**config.mk**
```make
export PLATFORM = sky130hd
export DESIGN_NAME = reaction_time_meter
export DESIGN_NICKNAME = d
export VERILOG_FILES = /design/src/rtl/reaction_time_meter.sv
export SDC_FILE = /design/constraint.sdc
export NUM_CORES = 1
export LEC_CHECK = 0
export ABC_AREA = 1
export CORE_MARGIN = 2
export CORE_UTILIZATION = 35
export DETAILED_ROUTE_END_ITERATION = 8
export GPL_ROUTABILITY_DRIVEN = 0
export PLACE_DENSITY = 0.49
export SLEW_MARGIN = 20
export SYNTH_ARGS = -nofsm -noshare
export SYNTH_HDL_FRONTEND = slang
export SYNTH_SLANG_ARGS = --single-unit
```
**constraint.sdc**
```tcl
create_clock -name clk -period 5.15 [get_ports clk]
set_clock_uncertainty 0.2 [all_clocks]
set_input_delay 1.03 -clock clk [delete_from_list [all_inputs] [get_ports clk]]
set_output_delay 1.03 -clock clk [all_outputs]
set_load 0.005 [all_outputs]
```
**src/rtl/reaction_time_meter.sv**
```systemverilog
// Reaction-time measurement stage.
// Sits behind the game FSM. It counts milliseconds from LED-on to the player's
// press, flags false starts and timeouts, and keeps the best time since reset.
module reaction_time_meter #(
    parameter  int CLK_FREQ_HZ  = 50_000_000,
    parameter  int MAX_MS       = 4095,
    localparam int TICKS_PER_MS = CLK_FREQ_HZ / 1000,
    localparam int W            = $clog2(MAX_MS),
    localparam int PW           = $clog2(TICKS_PER_MS)
) (
    input  logic         clk,
    input  logic         reset,
    input  logic         play,
    input  logic         countdown,
    input  logic         led_on,
    output logic [W-1:0] reaction_ms,
    output logic [W-1:0] best_ms,
    output logic         result_valid,
    output logic         false_start,
    output logic         timeout
);

    typedef enum logic [1:0] {IDLE, WAIT_LED, TIMING, HOLD} state_t;

    state_t        state, state_nxt;
    logic [PW-1:0] prescaler;
    logic [W-1:0]  count;
    logic          ms_tick;
    logic          enter_timing, capture, expire, set_fs;

    // The prescaler only advances while timing, so a tick can only occur in TIMING.
    assign ms_tick = (state == TIMING) && (prescaler == PW'(TICKS_PER_MS - 1));

    // State register.
    always_ff @(posedge clk or posedge reset) begin
        if (reset) state <= IDLE;
        else       state <= state_nxt;
    end

    // Next state plus one-cycle strobes. In TIMING, a press wins over a timeout,
    // and a timeout wins over the LED turning off.
    always_comb begin
        state_nxt    = state;
        enter_timing = 1'b0;
        capture      = 1'b0;
        expire       = 1'b0;
        set_fs       = 1'b0;
        case (state)
            IDLE: if (countdown) state_nxt = WAIT_LED;
            WAIT_LED: begin
                if (play && !led_on) begin
                    set_fs    = 1'b1;
                    state_nxt = IDLE;
                end else if (led_on) begin
                    enter_timing = 1'b1;
                    state_nxt    = TIMING;
                end else if (!countdown) begin
                    state_nxt = IDLE;
                end
            end
            TIMING: begin
                if (play) begin
                    capture   = 1'b1;
                    state_nxt = HOLD;
                end else if (ms_tick && count == W'(MAX_MS - 1)) begin
                    expire    = 1'b1;
                    state_nxt = HOLD;
                end else if (!led_on) begin
                    state_nxt = IDLE;
                end
            end
            HOLD: if (!led_on) state_nxt = IDLE;
            default: state_nxt = IDLE;
        endcase
    end

    // Millisecond timebase. Both counters restart on each entry to TIMING, so the
    // first increment of count lands TICKS_PER_MS cycles after entry.
    always_ff @(posedge clk or posedge reset) begin
        if (reset) begin
            prescaler <= '0;
            count     <= '0;
        end else if (enter_timing) begin
            prescaler <= '0;
            count     <= '0;
        end else if (state == TIMING) begin
            prescaler <= ms_tick ? '0 : prescaler + PW'(1);
            if (ms_tick && count != W'(MAX_MS)) count <= count + W'(1);
        end
    end

    // Result registers. A capture stores the pre-increment count, even when it
    // coincides with a tick.
    always_ff @(posedge clk or posedge reset) begin
        if (reset) begin
            reaction_ms  <= '0;
            best_ms      <= W'(MAX_MS);
            result_valid <= 1'b0;
            false_start  <= 1'b0;
            timeout      <= 1'b0;
        end else begin
            result_valid <= capture | expire;
            if (capture) begin
                reaction_ms <= count;
                if (count < best_ms) best_ms <= count;
            end
            if (expire) begin
                reaction_ms <= W'(MAX_MS);
                timeout     <= 1'b1;
            end
            if (set_fs) false_start <= 1'b1;
            if (enter_timing) begin
                false_start <= 1'b0;
                timeout     <= 1'b0;
            end
        end
    end

endmodule

```
==> flow_summary.rst <==
.. list-table::
   :header-rows: 1

   * - Metric
     - Value
   * - Power density relative to cell area
     - between 200 and 300 mW/mm^2
   * - Accumulated negative setup slack
     - 0 ns
   * - Number of fill cells
     - approximately 1000
   * - Min-delay worst type
     - flop to flop
   * - Kind of start point of the critical path
     - input port
   * - Clk network pwr share
     - around a third
   * - Share of synthesized registers carrying an async set or reset
     - between 90% and 100%
   * - Quantity of hold-fixing buffers added after cts
     - 0
   * - Area delta synth->final
     - 15.17%
   * - Worst setup margin
     - 2.292 ns
   * - First DRT Iteration DRCs
     - ~130
   * - Largest net degree at the start of global routing
     - between 40 and 50
   * - Worst IR drop on VDD
     - ~110 uV
   * - Power share of the combinational group
     - 20.1%
   * - Post-cts repair resize count
     - 0
   * - Highest fanout seen on the critical path
     - 14
   * - Net Switching
     - roughly 0.00040 W
   * - Global-route wire length before repair
     - approximately 14000 microns
   * - Yosys top cell by area
     - sky130_fd_sc_hd__dfrtp_1
   * - Dominant cell by count in the synthesized netlist
     - sky130_fd_sc_hd__nand2_1
   * - Unrepaired setup endpoints after global routing
     - false
   * - Crit Path Category
     - input port to flop
   * - CTS Buf Count
     - 9
   * - Static Leak
     - a little under 2 nW
   * - Remaining global-route overflow
     - 0
   * - Number of remaining DRC errors
     - 0
   * - Number of max-cap violations
     - 0
   * - Minimum setup slack after placement
     - slightly below 2 ns
   * - Headroom to the max-slew limit
     - roughly two fifths
   * - Net Sw Frac
     - 34.31%
   * - Worst slew pin tran
     - roughly 0.92 ns
   * - CP arrival
     - approximately 2.9 ns
   * - Nets
     - about 500
   * - Skew-Pair Late Insertion Delay
     - 0.33 ns
   * - Required time at the worst-slack endpoint
     - around 5.2 ns
   * - Placeable Area
     - approximately 0.01 sq mm
   * - Post-synth design cell area
     - ~0.0035 sq mm
   * - Internal cell power
     - about 0.00076 W
   * - Final Max Slew Viols
     - 0
   * - IO Pins
     - 32
   * - I/O Buffers
     - 31
   * - Antenna Violating Nets Remaining
     - 0
   * - HPWL Detailed
     - 5780 microns
   * - Sequential share of the synthesized area
     - between 40% and 50%
   * - Count of flip-flops with a built-in enable after synthesis
     - 0
   * - Min Clock Period, post-route
     - ~2.9 ns
   * - Peak clock frequency supported by timing
     - 349.9 MHz
   * - Initial cell density of the core
     - a little over a third
   * - Result of the run
     - completed
   * - Net count of the mapped netlist
     - between 400 and 500
   * - Drt wl/cell
     - ~13 microns
   * - Vias
     - 2898
   * - CTS tree
     - yes
   * - Warnings from Yosys
     - 0
   * - Via density per instance
     - about 4.7
   * - Global-route usage over all layers
     - roughly 16%
   * - Total count of hold-check failures in the final report
     - 0
   * - Number of antenna violations at the first check in global routing
     - 0
   * - Worst-path clk slew
     - about 0.07 ns
   * - Kind of end point of the critical path
     - flop
   * - Proportion of netlist area held by the largest area contributor
     - around a third
   * - Tcrit/Tclk final
     - approximately 56%
   * - Average cell area after synthesis
     - slightly below 8 sq um
   * - Buffer cell driving the clock tree root
     - sky130_fd_sc_hd__clkbuf_8
   * - Most used DFF post-synth
     - sky130_fd_sc_hd__dfrtp_1
   * - Synth top area cells
     - sky130_fd_sc_hd__dfrtp_1 32%, sky130_fd_sc_hd__nand2_1 14%, sky130_fd_sc_hd__dfstp_2 9.0%, sky130_fd_sc_hd__nand3_1 6.3%, sky130_fd_sc_hd__inv_1 5.3%
   * - Total clock sinks
     - 57
   * - Vertical extent of the die
     - between 100 and 150 microns
   * - Std cell rows
     - 36
   * - Antenna cells
     - 0
   * - Total detailed-routing wirelength
     - 8118 microns
   * - DR pass1 iterations
     - 5
   * - Top cells by instance count after synthesis
     - 131 x sky130_fd_sc_hd__nand2_1, 50 x sky130_fd_sc_hd__inv_1, 45 x sky130_fd_sc_hd__dfrtp_1
   * - Number of instances in the synthesized netlist
     - approximately 460
   * - Maximum buffer depth of the clock tree
     - 2
   * - Post-synthesis sequential element count
     - 57
   * - Vias in the first global route
     - about 2800
   * - Ratio of cells with drive above 1 in the final layout
     - between 10% and 20%
   * - Share of power burned in registers
     - 46.7%
   * - Overall die area
     - between 0.01 and 0.015 sq mm
   * - H-tree depth reported by CTS
     - 3
   * - Post-CTS setup-driven buffer insertion count
     - 0
   * - Number of distinct library cells after synthesis
     - 33
   * - Final setup violating endpoints
     - 0
   * - Horizontal die dimension
     - 104.3 microns
-- metrics by stage --
step,util (%),cells,hold WS (ns),total power (W),area (sq um)
floorplan,-,457,0.2583,0.0007251,3521
global placement,39.71,602,0.2624,0.0007802,3881
detailed placement,39.71,602,0.2613,0.0007824,3881
CTS,41.49,618,0.2724,0.001174,4055
global route,41.49,618,0.2876,0.001234,4055
finish,41.49,618,0.2704,0.001158,4055
-- critical path, cell delays in order --
cell and delay [ns]:
sky130_fd_sc_hd__clkdlybuf4s50_1 0.60, sky130_fd_sc_hd__nand3_4 0.29, sky130_fd_sc_hd__nor2_2 0.16, sky130_fd_sc_hd__nand2_1 0.10, sky130_fd_sc_hd__nor2_4 0.25, sky130_fd_sc_hd__nand3_2 0.27, sky130_fd_sc_hd__nand2_1 0.15, sky130_fd_sc_hd__nand2_1 0.07
-- flip-flops by register name (all words and copies together), names as in the netlist --
signal / cells
timeout: 1
false_start: 1
result_valid: 1
prescaler: 16
best_ms: 12
reaction_ms: 12
count: 12
state: 2
-- logic make-up (layout without fill, tap and decap cells) --
| group | Yosys count | in the layout | share of synthesized area (%) |
|---|---|---|---|
| muxes | 12 | 12 | 3.412 |
| AOI/OAI and AO/OA | 23 | 23 | 3.767 |
| adders and majority gates | 14 | 14 | 4.975 |
| buffers and inverters | 73 | 101 | 9.168 |
| xor gates and xnor gates | 14 | 14 | 3.483 |
| DFF | 57 | 57 | 40.94 |
| and+or+nand+nor | 264 | 264 | 34.26 |
-- metal layers --
layer	track usage [%]	wire, microns	up-vias
li1	-	-	1523
met1	23.16	4340	1316
met2	23.58	3403	51
met3	2.757	281	8
met4	6.660	92	0
met5	0	0	-
-- placed cells by master, fill, tap and decap left out, types with 2 or more instances in the layout --
| master | instances |
|---|---|
| sky130_fd_sc_hd__nor2_2 | 7 |
| sky130_fd_sc_hd__nor2_4 | 2 |
| sky130_fd_sc_hd__dfrtp_1 | 45 |
| sky130_fd_sc_hd__dfstp_2 | 12 |
| sky130_fd_sc_hd__mux2i_1 | 12 |
| sky130_fd_sc_hd__ha_1 | 14 |
| sky130_fd_sc_hd__a21oi_1 | 5 |
| sky130_fd_sc_hd__clkinv_2 | 3 |
| sky130_fd_sc_hd__xor2_1 | 11 |
| sky130_fd_sc_hd__nand4_1 | 22 |
| sky130_fd_sc_hd__nand2_2 | 11 |
| sky130_fd_sc_hd__nand2_1 | 131 |
| sky130_fd_sc_hd__xnor2_1 | 3 |
| sky130_fd_sc_hd__o22ai_1 | 5 |
| sky130_fd_sc_hd__clkdlybuf4s50_1 | 31 |
| sky130_fd_sc_hd__nand3_2 | 3 |
| sky130_fd_sc_hd__clkbuf_8 | 11 |
| sky130_fd_sc_hd__o21ai_0 | 6 |
| sky130_fd_sc_hd__nor2_1 | 39 |
| sky130_fd_sc_hd__clkbuf_1 | 2 |
| sky130_fd_sc_hd__o21ai_1 | 3 |
| sky130_fd_sc_hd__nor3_1 | 2 |
| sky130_fd_sc_hd__inv_1 | 49 |
| sky130_fd_sc_hd__inv_2 | 3 |
| sky130_fd_sc_hd__nand3_1 | 44 |
-- cell type report --
cell class | instances | area [sq um] | share of cell area (%)
multi-input cells | 327 | 1757 | 43.32
flip-flops and latches | 57 | 1441 | 35.54
repair buffers | 32 | 317.8 | 7.837
inverters | 53 | 198.9 | 4.906
well taps | 133 | 166.4 | 4.104
clock buffers | 13 | 158.9 | 3.919
clock inverters | 3 | 15.01 | 0.3703
-- worst paths after layout --
check	from	to	slack, ns	cells after the start
max	play	best_ms[6]	2.29	8
min	best_ms[5]	best_ms[5]	0.27	2
max reg2reg	best_ms[7]	best_ms[6]	2.78	7
min reg2reg	best_ms[5]	best_ms[5]	0.27	2
max in group asynchronous	reset	prescaler[7]	2.94	3
min in group asynchronous	reset	timeout	1.02	2
-- power groups by stage --
stage	clock network (W)	logic, W	registers, W
finish	0.000384	0.000233	0.000541
global route	0.000418	0.000267	0.000549
CTS	0.000398	0.000235	0.000541
detailed placement	0	0.000234	0.000548
global placement	0	0.000232	0.000548
floorplan	0	0.000197	0.000528
(Power assumes the default switching activity.)
